===== src/rtl/onn_phase_load_ctrl.sv =====
// rtl/onn_phase_load_ctrl.sv - load/run/capture sequencer for the ONN neuron array (optional PARITY_CHECK_EN)
module onn_phase_load_ctrl #(
  parameter int ROWS       = 5,
  parameter int COLS       = 3,
  parameter int PHW        = 4,
  parameter int RUN_CYCLES = 256
) (
  input  logic                         clk,
  input  logic                         rst_n,
  input  logic                         start,
  input  logic                         abort,
  input  logic                         ser_bit,
  input  logic                         ser_valid,
  input  logic [0:ROWS*COLS*PHW-1]     phi_array,
  output logic [0:ROWS*COLS*PHW-1]     phi_init,
  output logic                         load_en,
  output logic                         run_en,
  output logic [0:ROWS*COLS*PHW-1]     result,
  output logic                         busy,
  output logic                         done,
  output logic                         frame_err
);

  localparam int N   = ROWS * COLS * PHW;
  localparam int BCW = $clog2(N + 1);
  localparam int RCW = $clog2(RUN_CYCLES + 1);

  localparam logic [BCW-1:0] LAST_BIT = BCW'(N - 1);
  localparam logic [RCW-1:0] RUN_LAST = RCW'(RUN_CYCLES - 1);

  typedef enum logic [2:0] {
    S_IDLE,
    S_SHIFT,
    S_LOAD,
    S_RUN,
    S_CAPTURE,
    S_DONE
  } state_t;

  state_t         state;
  logic [BCW-1:0] bit_cnt;
  logic [RCW-1:0] run_cnt;

`ifdef PARITY_CHECK_EN
  localparam logic [BCW-1:0] PAR_BIT = BCW'(N);
  logic par_acc;
`else
  assign frame_err = 1'b0;
`endif

  // Sequencer: every output is a register updated alongside the state.
  always_ff @(posedge clk or negedge rst_n) begin
    if (!rst_n) begin
      state    <= S_IDLE;
      bit_cnt  <= '0;
      run_cnt  <= '0;
      phi_init <= '0;
      result   <= '0;
      load_en  <= 1'b0;
      run_en   <= 1'b0;
      busy     <= 1'b0;
      done     <= 1'b0;
`ifdef PARITY_CHECK_EN
      par_acc   <= 1'b0;
      frame_err <= 1'b0;
`endif
    end else begin
      load_en <= 1'b0;
      if (abort) begin
        // Abort wins over everything; captured data and loaded phases are kept.
        state  <= S_IDLE;
        run_en <= 1'b0;
        busy   <= 1'b0;
        done   <= 1'b0;
      end else begin
        case (state)
          S_IDLE, S_DONE: begin
            if (start) begin
              state   <= S_SHIFT;
              bit_cnt <= '0;
              busy    <= 1'b1;
              done    <= 1'b0;
`ifdef PARITY_CHECK_EN
              par_acc   <= 1'b0;
              frame_err <= 1'b0;
`endif
            end
          end
          S_SHIFT: begin
            if (ser_valid) begin
`ifdef PARITY_CHECK_EN
              if (bit_cnt == PAR_BIT) begin
                // Trailing even-parity bit decides whether the frame is loaded.
                if (par_acc ^ ser_bit) begin
                  frame_err <= 1'b1;
                  state     <= S_IDLE;
                  busy      <= 1'b0;
                end else begin
                  state   <= S_LOAD;
                  load_en <= 1'b1;
                end
              end else begin
                phi_init[bit_cnt] <= ser_bit;
                par_acc           <= par_acc ^ ser_bit;
                bit_cnt           <= bit_cnt + 1'b1;
              end
`else
              phi_init[bit_cnt] <= ser_bit;
              bit_cnt           <= bit_cnt + 1'b1;
              if (bit_cnt == LAST_BIT) begin
                state   <= S_LOAD;
                load_en <= 1'b1;
              end
`endif
            end
          end
          S_LOAD: begin
            state   <= S_RUN;
            run_en  <= 1'b1;
            run_cnt <= '0;
          end
          S_RUN: begin
            if (run_cnt == RUN_LAST) begin
              state  <= S_CAPTURE;
              run_en <= 1'b0;
            end else begin
              run_cnt <= run_cnt + 1'b1;
            end
          end
          S_CAPTURE: begin
            result <= phi_array;
            state  <= S_DONE;
            busy   <= 1'b0;
            done   <= 1'b1;
          end
          default: begin
            state <= S_IDLE;
            busy  <= 1'b0;
          end
        endcase
      end
    end
  end

endmodule

===== config.mk =====
export PLATFORM = sky130hd
export DESIGN_NAME = onn_phase_load_ctrl
export DESIGN_NICKNAME = d
export VERILOG_FILES = /design/src/rtl/onn_phase_load_ctrl.sv
export SDC_FILE = /design/constraint.sdc
export NUM_CORES = 1
export LEC_CHECK = 0
export CORE_MARGIN = 1
export CORE_UTILIZATION = 49
export CTS_BUF_LIST = sky130_fd_sc_hd__clkbuf_2
export DETAILED_ROUTE_END_ITERATION = 16
export PLACE_DENSITY = 0.87
export SLEW_MARGIN = 20
export SYNTH_ARGS = -nofsm -noshare
export SYNTH_HDL_FRONTEND = slang
export SYNTH_SLANG_ARGS = --single-unit

===== constraint.sdc =====
create_clock -name clk -period 2.2 [get_ports clk]
set_input_delay 0.33 -clock clk [delete_from_list [all_inputs] [get_ports clk]]
set_output_delay 0.33 -clock clk [all_outputs]
set_load 0.02 [all_outputs]

==> reports/metrics.yaml, run 1 <==
clocking:
  cts.htree.levels: 4
  cts_setup_buffers: 0
  clk_latency_ns: 0.73
  cts_buffers: 17
  cts.clk_slew.worst_paths_ns: 0.19
  cts_buffer_depth: 2
  cts-root-buf: "clkbuf_2"
  clkSinkCount: 142
  cts_tree: "done"
sta:
  hold_viol: 0
  fmax_ghz: 0.4824
  maxSlewViolCount: 0
  setup_violations: 0
  finalWorstPathRequiredPeriod_ns: 2.073
  fin_crit_sh_pct: 94.22
  fin_skew_ns: 0.03618
  post-route-worst-setup-slack_ns: 0.1271
  worstMarginPinSlew_ns: 0.5910
  relSlewSlack_pct: 60.52
placed_design:
  placed_area_um2: 8571
  placedCellCount: 838
  pre_cts_slack_ns: -0.04583
  port_buffers: 189
  place.gp.congestion: 0.8131
  dpl.hpwl_um: 11120
logic_synthesis:
  syn_nets: 567
  muxShareOfSynthArea_pct: 21.45
  netlist_area_um2: 6487
  synth_adder_area_share_pct: 0.5786
  synth_edf_count: 0
  netlist_instances: 498
  synth-simple-area-share_pct: 14.56
  synth_compound_area_share_pct: 4.089
  ys_types: 51
  yosys_warnings: 0
  avgSynthCellArea_um2: 13.03
  synth-main-ff-cell: "dfrtp_1"
  synth-xor-area-share_pct: 0
  synth_seq_cells: 142
  async_flop_share_pct: 100.0
  synth_top_family_by_area: "multiplexers"
  synth-seq-area-share_pct: 54.77
floorplanning:
  dieArea_um2: 13700
  start_util_pct: 50.79
  chipWidth_um: 117.1
  core_um2: 12770
  die_height_um: 117.1
  placementRows: 41
  ioPinCount: 191
detailed_routing:
  dr.pass1.iters: 5
  drc: 0
  drt_iter0_markers: 335
  vias: 4812
  ant_nets: 0
  wl_per_cell_um: 17.94
  viasPerCell: 5.512
  wirelength_um: 15670
setup_path:
  slowest_stage: "clkdlybuf4s50_1"
  slowest_delay_ns: 0.65
  critPathCaptureType: "output port"
  cp-start-kind: "flop"
  cp.arrival_ns: 1.74
  path_max_fanout: 2
  cp_top_family: "buffers and inverters"
  cp_num_buf_inv: 1
  crit_type: "flop to output port"
  path_cells: "clkdlybuf4s50_1"
  crit_required_ns: 1.87
final_layout:
  fin_util_pct: 68.95
  layout-drive-gt1-share_pct: 26.57
  final_cell_mix: "clkdlybuf4s50_1 (182), dfrtp_1 (142), mux2_2 (92)"
  layout_commonest_cell: "clkdlybuf4s50_1"
  design_area_um2: 8807
  final_cells: 873
  area_delta_synth_final_pct: 35.76
  final_nets: 756
power_and_ir_drop:
  p_leak_nw: 3.824
  peakVddDrop_v: 0.0005426
  powerDensity_nw_per_um2: 660.3
global_route:
  grt_pass1_wl_um: 25360
  grt_usage_pct: 24.70
  antenna_found_initial: 0
  grt_max_degree: 61
  grt_overflow: 0
  first_global_vias: 5028
run_status:
  outcome: "completed"
min_path:
  min_path_type: "input pin to asynchronous set/reset pin"
job:
  drv_cap: 0
==> per-stage QoR <==
| stage | setup TNS (ns) | power [W] | hold WS (ns) |
|---|---|---|---|
| 6_report | 0 | 0.005815 | 0.1489 |
| 5_1_grt | -0.003993 | 0.006104 | 0.08929 |
| 4_1_cts | 0 | 0.005880 | 0.07751 |
| 3_5_place_dp | -0.09239 | 0.004589 | 0.2354 |
| 3_3_place_gp | 0 | 0.004529 | 0.2353 |
| 2_1_floorplan | 0 | 0.003823 | 0.03441 |
==> worst paths after layout <==
kind	depth (start not counted)	slack (ns)	end	startpoint
min in group clk	2	0.20	result[22]	phi_array[22]
setup / recovery	1	0.13	phi_init[32]	phi_init[32]
hold reg to reg	1	0.51	result[33]	result[33]
max in group asynchronous	3	1.74	result[25]	rst_n
setup reg to reg	7	0.19	run_cnt[3]	run_cnt[0]
hold / removal	3	0.15	phi_init[39]	rst_n
==> flip-flops by register name, indices dropped and copies added, names as in the netlist <==
| register | count |
|---|---|
| bit_cnt | 6 |
| busy | 1 |
| done | 1 |
| load_en | 1 |
| phi_init | 60 |
| result | 60 |
| run_cnt | 9 |
| run_en | 1 |
| state | 3 |
==> cells in the mapped netlist, drive strengths merged, types with 2 or more instances <==
master | count | share of area (%)
dfrtp | 142 | 55
mux2 | 120 | 21
nor3 | 41 | 4.9
buf | 23 | 2.7
clkbuf | 23 | 1.3
nand3 | 23 | 1.8
nor4 | 12 | 1.3
a21oi | 10 | 0.77
or3b | 9 | 1.2
inv | 8 | 0.46
o21ai | 8 | 0.62
or4 | 6 | 0.75
nor3b | 5 | 0.58
and3b | 4 | 0.54
mux2i | 4 | 0.62
nand2 | 4 | 0.23
nand3b | 4 | 0.46
nand4 | 4 | 0.39
nor2 | 4 | 0.27
o31ai | 4 | 0.46
or2 | 4 | 0.39
ha | 3 | 0.58
nand2b | 3 | 0.29
nand4b | 3 | 0.41
o211ai | 3 | 0.35
o2bb2ai | 3 | 0.41
a21boi | 2 | 0.23
a2bb2oi | 2 | 0.27
nor2b | 2 | 0.19
nor4b | 2 | 0.37
o21a | 2 | 0.23
==> timing repair <==
action	in CTS	in global routing
endpoints found under the setup margin	0	11
resized for setup	0	9
hold endpoints to repair	142	0
hold buffers	2	0
==> cell type report <==
cell class,instances,area [um2]
Clock inverter,11,75.07
Timing Repair Buffer,216,2163
Tap cell,172,215.2
Sequential cell,142,3553
Clock buffer,21,105.1
Multi-Input combinational cell,302,2663
Antenna cell,1,2.502
Fill cell,914,3966
Inverter,8,30.03
==> where the power goes <==
part | switching, W | leakage, nW | internal [W]
Clock | 0.000881 | 0.123 | 0.000397
Combinational | 0.000787 | 1.82 | 0.000732
Sequential | 0.000177 | 1.88 | 0.00284
Total | 0.00184 | 3.82 | 0.00397
==> routing by layer <==
layer / global-route usage, % / part of all wire, % / wire, um
met1: 28.99 / 39 / 6041
met2: 41.46 / 52 / 8146
met3: 8.445 / 6.6 / 1037
met4: 10.55 / 2.8 / 439
met5: 0 / 0 / 0
==> cell families after synthesis <==
| logic type | count (synthesis) |
|---|---|
| flops | 142 |
| simple gates | 135 |
| mux | 124 |
| buf+inv | 54 |
| compound gates | 39 |
| fa+ha+maj | 3 |
| other cells | 1 |
Note: power is estimated with default switching activity, not from simulation.
==> run 2, diff against run 1 <==
--- a/config.mk
+++ b/config.mk
@@ -6,10 +6,11 @@
 export NUM_CORES = 1
 export LEC_CHECK = 0
 export CORE_MARGIN = 1
-export CORE_UTILIZATION = 49
+export CORE_UTILIZATION = 50
 export CTS_BUF_LIST = sky130_fd_sc_hd__clkbuf_2
 export DETAILED_ROUTE_END_ITERATION = 16
-export PLACE_DENSITY = 0.87
+export DONT_BUFFER_PORTS = 1
+export PLACE_DENSITY = 0.7
 export SLEW_MARGIN = 20
 export SYNTH_ARGS = -nofsm -noshare
 export SYNTH_HDL_FRONTEND = slang
==> reports/metrics.yaml, run 2 (same netlist as run 1, synthesis figures left out) <==
global_route:
  grt_overflow: 0  # unchanged
  grt_pass1_wl_um: 22520  # was 25360 um
  grt_usage_pct: 22.27  # was 24.70%
  antenna_found_initial: 0  # unchanged
  grt_max_degree: 143  # was 61
  first_global_vias: 4313  # was 5028
job:
  drv_cap: 0  # unchanged
floorplanning:
  core_um2: 12620  # was 12770 um2
  chipWidth_um: 115.9  # was 117.1 um
  placementRows: 41  # unchanged
  start_util_pct: 51.41  # was 50.79%
  die_height_um: 115.9  # was 117.1 um
  ioPinCount: 191  # unchanged
  dieArea_um2: 13430  # was 13700 um2
clocking:
  cts_resized: 0  # unchanged
  cts-root-buf: "clkbuf_2"  # unchanged
  cts_buffer_depth: 2  # unchanged
  cts_setup_buffers: 0  # unchanged
  cts.clk_slew.worst_paths_ns: 0.20  # was 0.19 ns
  postCtsHoldBufs: 66  # was 2
  cts.htree.levels: 4  # unchanged
  cts_buffers: 17  # unchanged
  cts_tree: "done"  # unchanged
  clk_latency_ns: 0.70  # was 0.73 ns
  clkSinkCount: 142  # unchanged
placed_design:
  port_buffers: 0  # was 189
  placed_area_um2: 6600  # was 8571 um2
  dpl.hpwl_um: 8771  # was 11120 um
  place.gp.congestion: 0.8093  # was 0.8131
sta:
  setup_violations: 0  # unchanged
  relSlewSlack_pct: 55.41  # was 60.52%
  hold_viol: 142  # was 0
  maxSlewViolCount: 0  # unchanged
  fin_crit_sh_pct: 93.35  # was 94.22%
  rsz0062_at_grt: "no"
  worstMarginPinSlew_ns: 0.6666  # was 0.5910 ns
  finalWorstPathRequiredPeriod_ns: 2.054  # was 2.073 ns
  hold_ws_ns: -0.7071  # was 0.1489 ns
  fin_skew_ns: 0.03161  # was 0.03618 ns
  fin_setup_tns_ns: 0  # unchanged
  fmax_ghz: 0.4869  # was 0.4824 GHz
setup_path:
  path_max_fanout: 15  # was 2
  crit_type: "flop to flop"  # was flop to output port
  cp-start-kind: "flop"  # unchanged
  critPathCaptureType: "flop"  # was output port
  crit_required_ns: 2.79  # was 1.87 ns
  cp.arrival_ns: 2.64  # was 1.74 ns
final_layout:
  fin_util_pct: 59.32  # was 68.95%
  top_regs: "phi_init (60), result (60), run_cnt (9)"  # unchanged
  area_delta_synth_final_pct: 15.39  # was 35.76%
  layout-drive-gt1-share_pct: 31.16  # was 26.57%
  design_area_um2: 7486  # was 8807 um2
  final_cell_mix: "dfrtp_1 (142), mux2_2 (92), dlygate4sd3_1 (65)"  # was clkdlybuf4s50_1 (182), dfrtp_1 (142), mux2_2 (92)
  diodes: 0  # was 1
  final_nets: 624  # was 756
  layout_commonest_cell: "dfrtp_1"  # was clkdlybuf4s50_1
  nFillCells: 1023  # was 914
run_status:
  failed_checks: "hold timing"
  outcome: "complete, but fails checks"  # was completed
detailed_routing:
  wirelength_um: 13940  # was 15670 um
  vias: 4173  # was 4812
  viasPerCell: 5.639  # was 5.512
  ant_nets: 0  # unchanged
  drt_iter0_markers: 235  # was 335
  dr.pass1.iters: 5  # unchanged
  drc: 0  # unchanged
  wl_per_cell_um: 18.83  # was 17.94 um
power_and_ir_drop:
  powerDensity_nw_per_um2: 729.9  # was 660.3 nW/um2
  total_power_w: 0.005464  # was 0.005815 W
  p_leak_nw: 3.260  # was 3.824 nW
  peakVddDrop_v: 0.0004854  # was 0.0005426 V
min_path:
  min_path_type: "input pin to asynchronous set/reset pin"  # unchanged
## run 2: changes by cell type in the layout (fill, tap and decap cells not counted), moves of 2 or more
cell | before | now
buf_12 | 4 | 2
buf_4 | 22 | 17
clkbuf_2 | 21 | 18
clkdlybuf4s50_1 | 182 | 0
clkinvlp_4 | 1 | 3
dlygate4sd3_1 | 1 | 65
dlymetal6s2s_1 | 6 | 0
## run 2: final timing paths
kind	slack, ns	start	end	cells past startpoint
worst max register to register	0.15	state[1]	run_cnt[0]	4
worst min register to register	0.51	run_cnt[8]	run_cnt[8]	1
worst max-delay path	0.15	state[1]	run_cnt[0]	4
worst min-delay path	-0.71	rst_n	run_cnt[5]	0
min in group clk	0.11	abort	result[24]	3
max in group asynchronous	2.66	rst_n	phi_init[43]	0
## run 2: metrics by stage
step | std cells | setup slack, ns
finish | 740 | 0.1462
global route | 740 | 0.02463
CTS | 740 | 0.1456
detailed placement | 642 | 0.2169
global placement | 642 | 0.2665
floorplan | 498 | 0.2582
## run 2: worst max-delay path, cell delays in order (launching register included)
cell and delay [ns]:
dfrtp_1 0.47, buf_4 0.23, or3b_1 0.53, or3b_2 0.52
o21ai_0 0.20
## run 2: layer usage
layer	track usage (%)	wire [um]
met5	0	0
met4	8.291	252
met3	9.571	1125
met2	35.91	7039
met1	26.50	5519
## run 2: layout make-up
| cell class | instances | area, um2 | share of cell area, % |
|---|---|---|---|
| Clock inverter | 14 | 125.1 | 1.671 |
| Clock buffer | 18 | 90.09 | 1.203 |
| Sequential cell | 142 | 3553 | 47.47 |
| Timing Repair Buffer | 84 | 818.3 | 10.93 |
| Inverter | 8 | 30.03 | 0.4011 |
| Multi-Input combinational cell | 302 | 2654 | 35.45 |
| Tap cell | 172 | 215.2 | 2.875 |
## run 2: power breakdown
| group | switching, W | internal [W] | total (W) |
|---|---|---|---|
| Clock | 0.000914 | 0.000501 | 0.00141 |
| Combinational | 0.000380 | 0.000371 | 0.000751 |
| Sequential | 0.000458 | 0.00284 | 0.00330 |
